### src/rtl/mem_ctrl_defs.sv
// Shared encodings for the RAM access controller and its lane aligner.
package mem_ctrl_defs;

  localparam logic [1:0] SZ_BYTE = 2'b00;
  localparam logic [1:0] SZ_HALF = 2'b01;
  localparam logic [1:0] SZ_WORD = 2'b10;

  typedef enum logic [1:0] {
    S_IDLE     = 2'b00,
    S_RD_WAIT  = 2'b01,
    S_RMW_WAIT = 2'b10,
    S_DONE     = 2'b11
  } state_t;

  // Size 2'b11 behaves as a word access, so anything that is not byte or half
  // gets the word alignment rule.
  function automatic logic misaligned(input logic [1:0] size, input logic [1:0] off);
    logic bad;
    bad = 1'b0;
    case (size)
      SZ_BYTE: bad = 1'b0;
      SZ_HALF: bad = off[0];
      default: bad = (off != 2'b00);
    endcase
    return bad;
  endfunction

endpackage

### src/rtl/mem_lane_align.sv
// Big-endian byte-lane handling: load extract/extend and sub-word store merge.
module mem_lane_align
  import mem_ctrl_defs::*;
(
  input  logic [31:0] ld_word,
  input  logic [31:0] st_old,
  input  logic [31:0] wdata,
  input  logic [1:0]  offset,
  input  logic [1:0]  size,
  input  logic        sign_ext,
  output logic [31:0] ld_data,
  output logic [31:0] st_word
);

  logic [7:0]  ld_byte;
  logic [15:0] ld_half;

  // Load path: pick the addressed lane (offset 0 is the most significant) and extend it.
  always_comb begin
    ld_byte = 8'h00;
    ld_half = 16'h0000;
    ld_data = ld_word;
    case (offset)
      2'd0:    ld_byte = ld_word[31:24];
      2'd1:    ld_byte = ld_word[23:16];
      2'd2:    ld_byte = ld_word[15:8];
      default: ld_byte = ld_word[7:0];
    endcase
    ld_half = offset[1] ? ld_word[15:0] : ld_word[31:16];
    case (size)
      SZ_BYTE: ld_data = {{24{sign_ext & ld_byte[7]}}, ld_byte};
      SZ_HALF: ld_data = {{16{sign_ext & ld_half[15]}}, ld_half};
      default: ld_data = ld_word;
    endcase
  end

  // Store path: overwrite only the addressed lane of the word read back from RAM.
  always_comb begin
    st_word = st_old;
    case (size)
      SZ_BYTE: begin
        case (offset)
          2'd0:    st_word[31:24] = wdata[7:0];
          2'd1:    st_word[23:16] = wdata[7:0];
          2'd2:    st_word[15:8]  = wdata[7:0];
          default: st_word[7:0]   = wdata[7:0];
        endcase
      end
      SZ_HALF: begin
        if (offset[1]) st_word[15:0]  = wdata[15:0];
        else           st_word[31:16] = wdata[15:0];
      end
      default: st_word = wdata;
    endcase
  end

endmodule

### src/rtl/ram_access_ctrl.sv
// CPU load/store to single-port RAM word access controller.
//   state      | meaning
//   S_IDLE     | accept req; issue read, word write, or flag misalignment
//   S_RD_WAIT  | RAM read data valid; capture extended load result
//   S_RMW_WAIT | RAM read data valid; write merged word back
//   S_DONE     | one-cycle ready pulse, addr_err valid
module ram_access_ctrl
  import mem_ctrl_defs::*;
#(
  parameter int ADDR_W = 12
) (
  input  logic              clk,
  input  logic              rst,
  input  logic              req,
  input  logic              we,
  input  logic [1:0]        size,
  input  logic              sign_ext,
  input  logic [31:0]       addr,
  input  logic [31:0]       wdata,
  output logic [31:0]       rdata,
  output logic              ready,
  output logic              addr_err,
  output logic              ram_wea,
  output logic [ADDR_W-1:0] ram_addra,
  output logic [31:0]       ram_dina,
  input  logic [31:0]       ram_douta
);

  state_t            state, state_nx;
  logic [ADDR_W-1:0] word_q;
  logic [1:0]        off_q;
  logic [1:0]        size_q;
  logic              sign_ext_q;
  logic [15:0]       wdata_q;
  logic              addr_err_q;
  logic              req_bad;
  logic [31:0]       ld_data;
  logic [31:0]       st_word;
  logic              unused_addr_hi;

  // Upper address bits alias away.
  assign unused_addr_hi = ^addr[31:ADDR_W+2];

  assign req_bad  = misaligned(size, addr[1:0]);
  assign ready    = (state == S_DONE);
  assign addr_err = ready & addr_err_q;

  mem_lane_align u_align (
    .ld_word  (ram_douta),
    .st_old   (ram_douta),
    .wdata    ({16'h0000, wdata_q}),
    .offset   (off_q),
    .size     (size_q),
    .sign_ext (sign_ext_q),
    .ld_data  (ld_data),
    .st_word  (st_word)
  );

  // State register, request capture and load result register.
  always_ff @(posedge clk) begin
    if (rst) begin
      state      <= S_IDLE;
      rdata      <= 32'h0;
      addr_err_q <= 1'b0;
      word_q     <= '0;
      off_q      <= 2'b00;
      size_q     <= SZ_BYTE;
      sign_ext_q <= 1'b0;
      wdata_q    <= 16'h0;
    end else begin
      state <= state_nx;
      if (state == S_IDLE && req) begin
        word_q     <= addr[ADDR_W+1:2];
        off_q      <= addr[1:0];
        size_q     <= size;
        sign_ext_q <= sign_ext;
        wdata_q    <= wdata[15:0];
        addr_err_q <= req_bad;
      end
      if (state == S_RD_WAIT) rdata <= ld_data;
    end
  end

  // Next state and RAM port drive; reset always blocks a write.
  always_comb begin
    state_nx  = state;
    ram_wea   = 1'b0;
    ram_addra = word_q;
    ram_dina  = wdata;
    case (state)
      S_IDLE: begin
        ram_addra = addr[ADDR_W+1:2];
        if (req) begin
          if (req_bad) begin
            state_nx = S_DONE;
          end else if (!we) begin
            state_nx = S_RD_WAIT;
          end else if (size[1]) begin
            ram_wea  = 1'b1;
            state_nx = S_DONE;
          end else begin
            state_nx = S_RMW_WAIT;
          end
        end
      end
      S_RD_WAIT: state_nx = S_DONE;
      S_RMW_WAIT: begin
        ram_wea  = 1'b1;
        ram_dina = st_word;
        state_nx = S_DONE;
      end
      default: state_nx = S_IDLE;
    endcase
    if (rst) ram_wea = 1'b0;
  end

endmodule
### config.mk
export PLATFORM = sky130hd
export DESIGN_NAME = ram_access_ctrl
export DESIGN_NICKNAME = d
export VERILOG_FILES = /design/src/rtl/mem_ctrl_defs.sv /design/src/rtl/mem_lane_align.sv /design/src/rtl/ram_access_ctrl.sv
export SDC_FILE = /design/constraint.sdc
export NUM_CORES = 1
export LEC_CHECK = 0
export ABC_AREA = 1
export CORE_MARGIN = 4
export CORE_UTILIZATION = 41
export CTS_BUF_LIST = sky130_fd_sc_hd__clkbuf_2
export CTS_CLUSTER_SIZE = 28
export DETAILED_ROUTE_END_ITERATION = 10
export GPL_ROUTABILITY_DRIVEN = 0
export PLACE_DENSITY = 0.84
export SYNTH_ARGS = -nofsm -noshare
export SYNTH_HDL_FRONTEND = slang
export SYNTH_SLANG_ARGS = --single-unit
### constraint.sdc
create_clock -name clk -period 1.52 [get_ports clk]
set_clock_uncertainty 0.1 [all_clocks]
set_input_delay 0.228 -clock clk [delete_from_list [all_inputs] [get_ports clk]]
set_output_delay 0.228 -clock clk [all_outputs]
set_load 0.005 [all_outputs]
==> impl_results.md, run 1 <==
- Residual DRC: 0
- Peak supply drop: roughly 0.0014 V
- Congestion Overflow GR: 0
- Hold path cells: 3
- Pin count of the biggest net entering global routing: 38
- Die area: 13100 um2
- Worst Reg-to-Reg Cells: 12
- Top cells by count, synth: o21ai_0 (149), nand2_1 (124), a21oi_1 (105)
- CTS max path bufs: 2
- Dpl ws: -0.661 ns
- Endpoints failing setup: 113
- Reg power frac: 18.8%
- Flops & latches, synth: between 60 and 70
- Clock Pin Slew Worst Setup and Hold Paths: 0.27 ns
- Hold buffer count at cts: 0
- DRT Wirelength: 31.4 mm
- Antenna cells: 0
- FMAX: 0.372 GHz
- CP max FO: 5
- Post-DP HPWL: 13.5 mm
- First-pass GRT wire length: 37.8 mm
- Synth-to-Final Area Change: 95.9%
- Clk sinks: between 60 and 70
- Failing checks: setup timing
- Worst slew margin: 56.2%
- CTS tree: built
- Switch share: 48.9%
- Fin crit share: 177%
- Fin. max-slew vios: 0
- Slew of the pin with the lowest slew margin: 0.650 ns
- Die W: around 110 um
- Worst path required time: 1.19 ns
- Grt met3 use: 10.3%
- Total Routing Usage GR: roughly 36%
- Mapped Avg Cell Area: ~6 um2
- Pleak: around 4.1 nW
- Most common cell in the netlist: o21ai_0
- Net switching power: 0.00794 W
- Syn_nets: 887
- Gate Count Post-Synth: 780
- Vias in the first global route: around 7300
- Fraction of met2 tracks used by global routing: 58.3%
- Crit path capture type: output port
- Largest cells by area after synthesis: dfxtp_1 (29%), o21ai_0 (16%), a21oi_1 (11%)
- Placed Area: roughly 7100 um2
- Final ANT Viol Nets: 0
- Yosys warning total: 0
- TritonRoute pass-1 iters: 7
- Clk Latency, worst-skew pair: 0.58 ns
- Primary FF master, synth: dfxtp_1
- Fin Setup TNS: -52.08 ns
- Pint: 0.00831 W
- Combinational Power Share: 73.8%
- PD cells: 1780 nW/um2
- Die H: 115 um
- Final hold vios: 0
- Placeable core area: roughly 11000 um2
- Max cap viols: 0
- Fin crit period: around 2.7 ns
- HP Class: input port to flop
- Root Buffer: clkbuf_2
- I/O pins: 182
- Met1 Use GR: roughly 42%
- Setup ws final: -1.17 ns
- DR WL/cell: 25.9 um
- Share of power burned in the clock network: 7.4%
- Post-synth EDFFs: 0
- Standard-cell row count: 38
- Nets: ~1200
- Final instance area: a little over 9000 um2
- Cell Area, Synth: 4650 um2
- Area leader, netlist: dfxtp_1
- Yosys top cell area share: 29.2%
- Post-DR vias/cell: ~6.7
- Share of cells above drive strength 1: 47.5%
- Register area share after synthesis: between 20% and 30%
- Iter 0 DRT Violations: 1787
- Buffers on Ports: 163
- Busiest grt layer: met2
- Initial Utilization: 42.4%
- Count of cell types in the netlist: 24
- RSZ-0062 raised after global routing: true
- Outcome: complete, but fails checks
- Async set-reset flop share out of synthesis: 0%
- TritonCTS buffer count: 9
- Worst EP arrival: 2.36 ns
- Crit Path Category: flop to output port
- H-Tree Depth: 3
- Crit start category: flop
- Total number of vias: roughly 8200
- Initial antenna violation count: 0
-- routing by layer --
| metal | vias to the layer above | share of wire [%] |
|---|---|---|
| li1 | 3180 | - |
| met1 | 3605 | 32 |
| met2 | 973 | 42 |
| met3 | 395 | 15 |
| met4 | 2 | 11 |
| met5 | - | 0.11 |
-- area by class of cell --
class | instances | area [um2]
fillers | 532 | 1860
clock buffers | 11 | 55.1
multi-input cells | 563 | 3700
repair buffers | 336 | 3340
flip-flops and latches | 68 | 1420
well taps | 140 | 175
clock inverters | 5 | 52.6
inverters | 91 | 373
-- state kept, by name, summed over array words and instances (netlist names) --
signal and count:
addr_err_q 1, off_q 2, sign_ext_q 1, rdata 32, state 2, word_q 12, size_q 2, wdata_q 16
-- worst max-delay path, stage by stage (launching register included) --
cell and delay [ns]:
dfxtp_2 0.43, buf_6 0.12, buf_6 0.11, nand2_8 0.08, buf_12 0.14, o21ai_2 0.18, o21ai_2 0.19, a31oi_4 0.34
buf_2 0.18
-- power by group through the flow --
stage	Combinational, W	Sequential [W]	Clock [W]
final	0.0120	0.00305	0.00120
after floorplan	0.00365	0.00279	0
after detailed placement	0.00733	0.00282	0
after global routing	0.0124	0.00307	0.00127
after global placement	0.00722	0.00280	0
after CTS	0.00917	0.00287	0.00111
-- kinds of logic (layout without fill, tap and decap cells) --
kind of cell    after synthesis  in the layout  share of synthesized area [%]
flops                        68             68                           29.2
fa+ha+maj                     4              4                           1.08
simple gates                256            256                           22.2
buf+inv                     149            443                           13.3
compound gates              303            303                           34.2
-- per-stage QoR --
stage               util (%)  instances  hold WS, ns  power [W]
floorplan                  -        780        0.295    0.00644
global placement        65.1       1139        0.334     0.0100
detailed placement      65.1       1139        0.343     0.0101
CTS                     74.8       1206        0.159     0.0132
global route            83.0       1214        0.130     0.0167
finish                  83.0       1214        0.173     0.0162
-- timing repair --
action,CTS,global route
gates cloned,14,2
gates resized for setup,487,276
buffers inserted,44,10
setup endpoints to repair,145,134
pin swaps,54,80
-- cell usage in the layout, fill, tap and decap left out, drive strengths merged, types with 2 or more instances in the layout --
| cell type | n |
|---|---|
| nand3 | 33 |
| clkinv | 4 |
| nand2 | 126 |
| nor2 | 96 |
| inv | 89 |
| clkdlybuf4s15 | 8 |
| clkdlybuf4s50 | 84 |
| a31oi | 18 |
| dfxtp | 68 |
| o211ai | 14 |
| a21oi | 107 |
| clkinvlp | 2 |
| ha | 4 |
| o21ai | 156 |
| clkbuf | 24 |
| buf | 218 |
| dlygate4sd2 | 13 |
| o22ai | 7 |
-- path summary, 6_finish.rpt --
| check | startpoint | to | slack (ns) |
|---|---|---|---|
| setup / recovery | size_q[0] | ram_dina[10] | -1.17 |
| hold / removal | wdata[5] | wdata_q[5] | 0.17 |
| setup reg to reg | size_q[0] | rdata[24] | -0.49 |
| hold reg to reg | word_q[4] | word_q[4] | 0.39 |
No activity file was read; power rests on OpenSTA's default activity.
==> inputs of run 2 (changes only) <==
- CAP_MARGIN: unset -> 0
==> results of run 2 <==
Same layout as run 1: the final DEF is identical, and so are final timing and power.
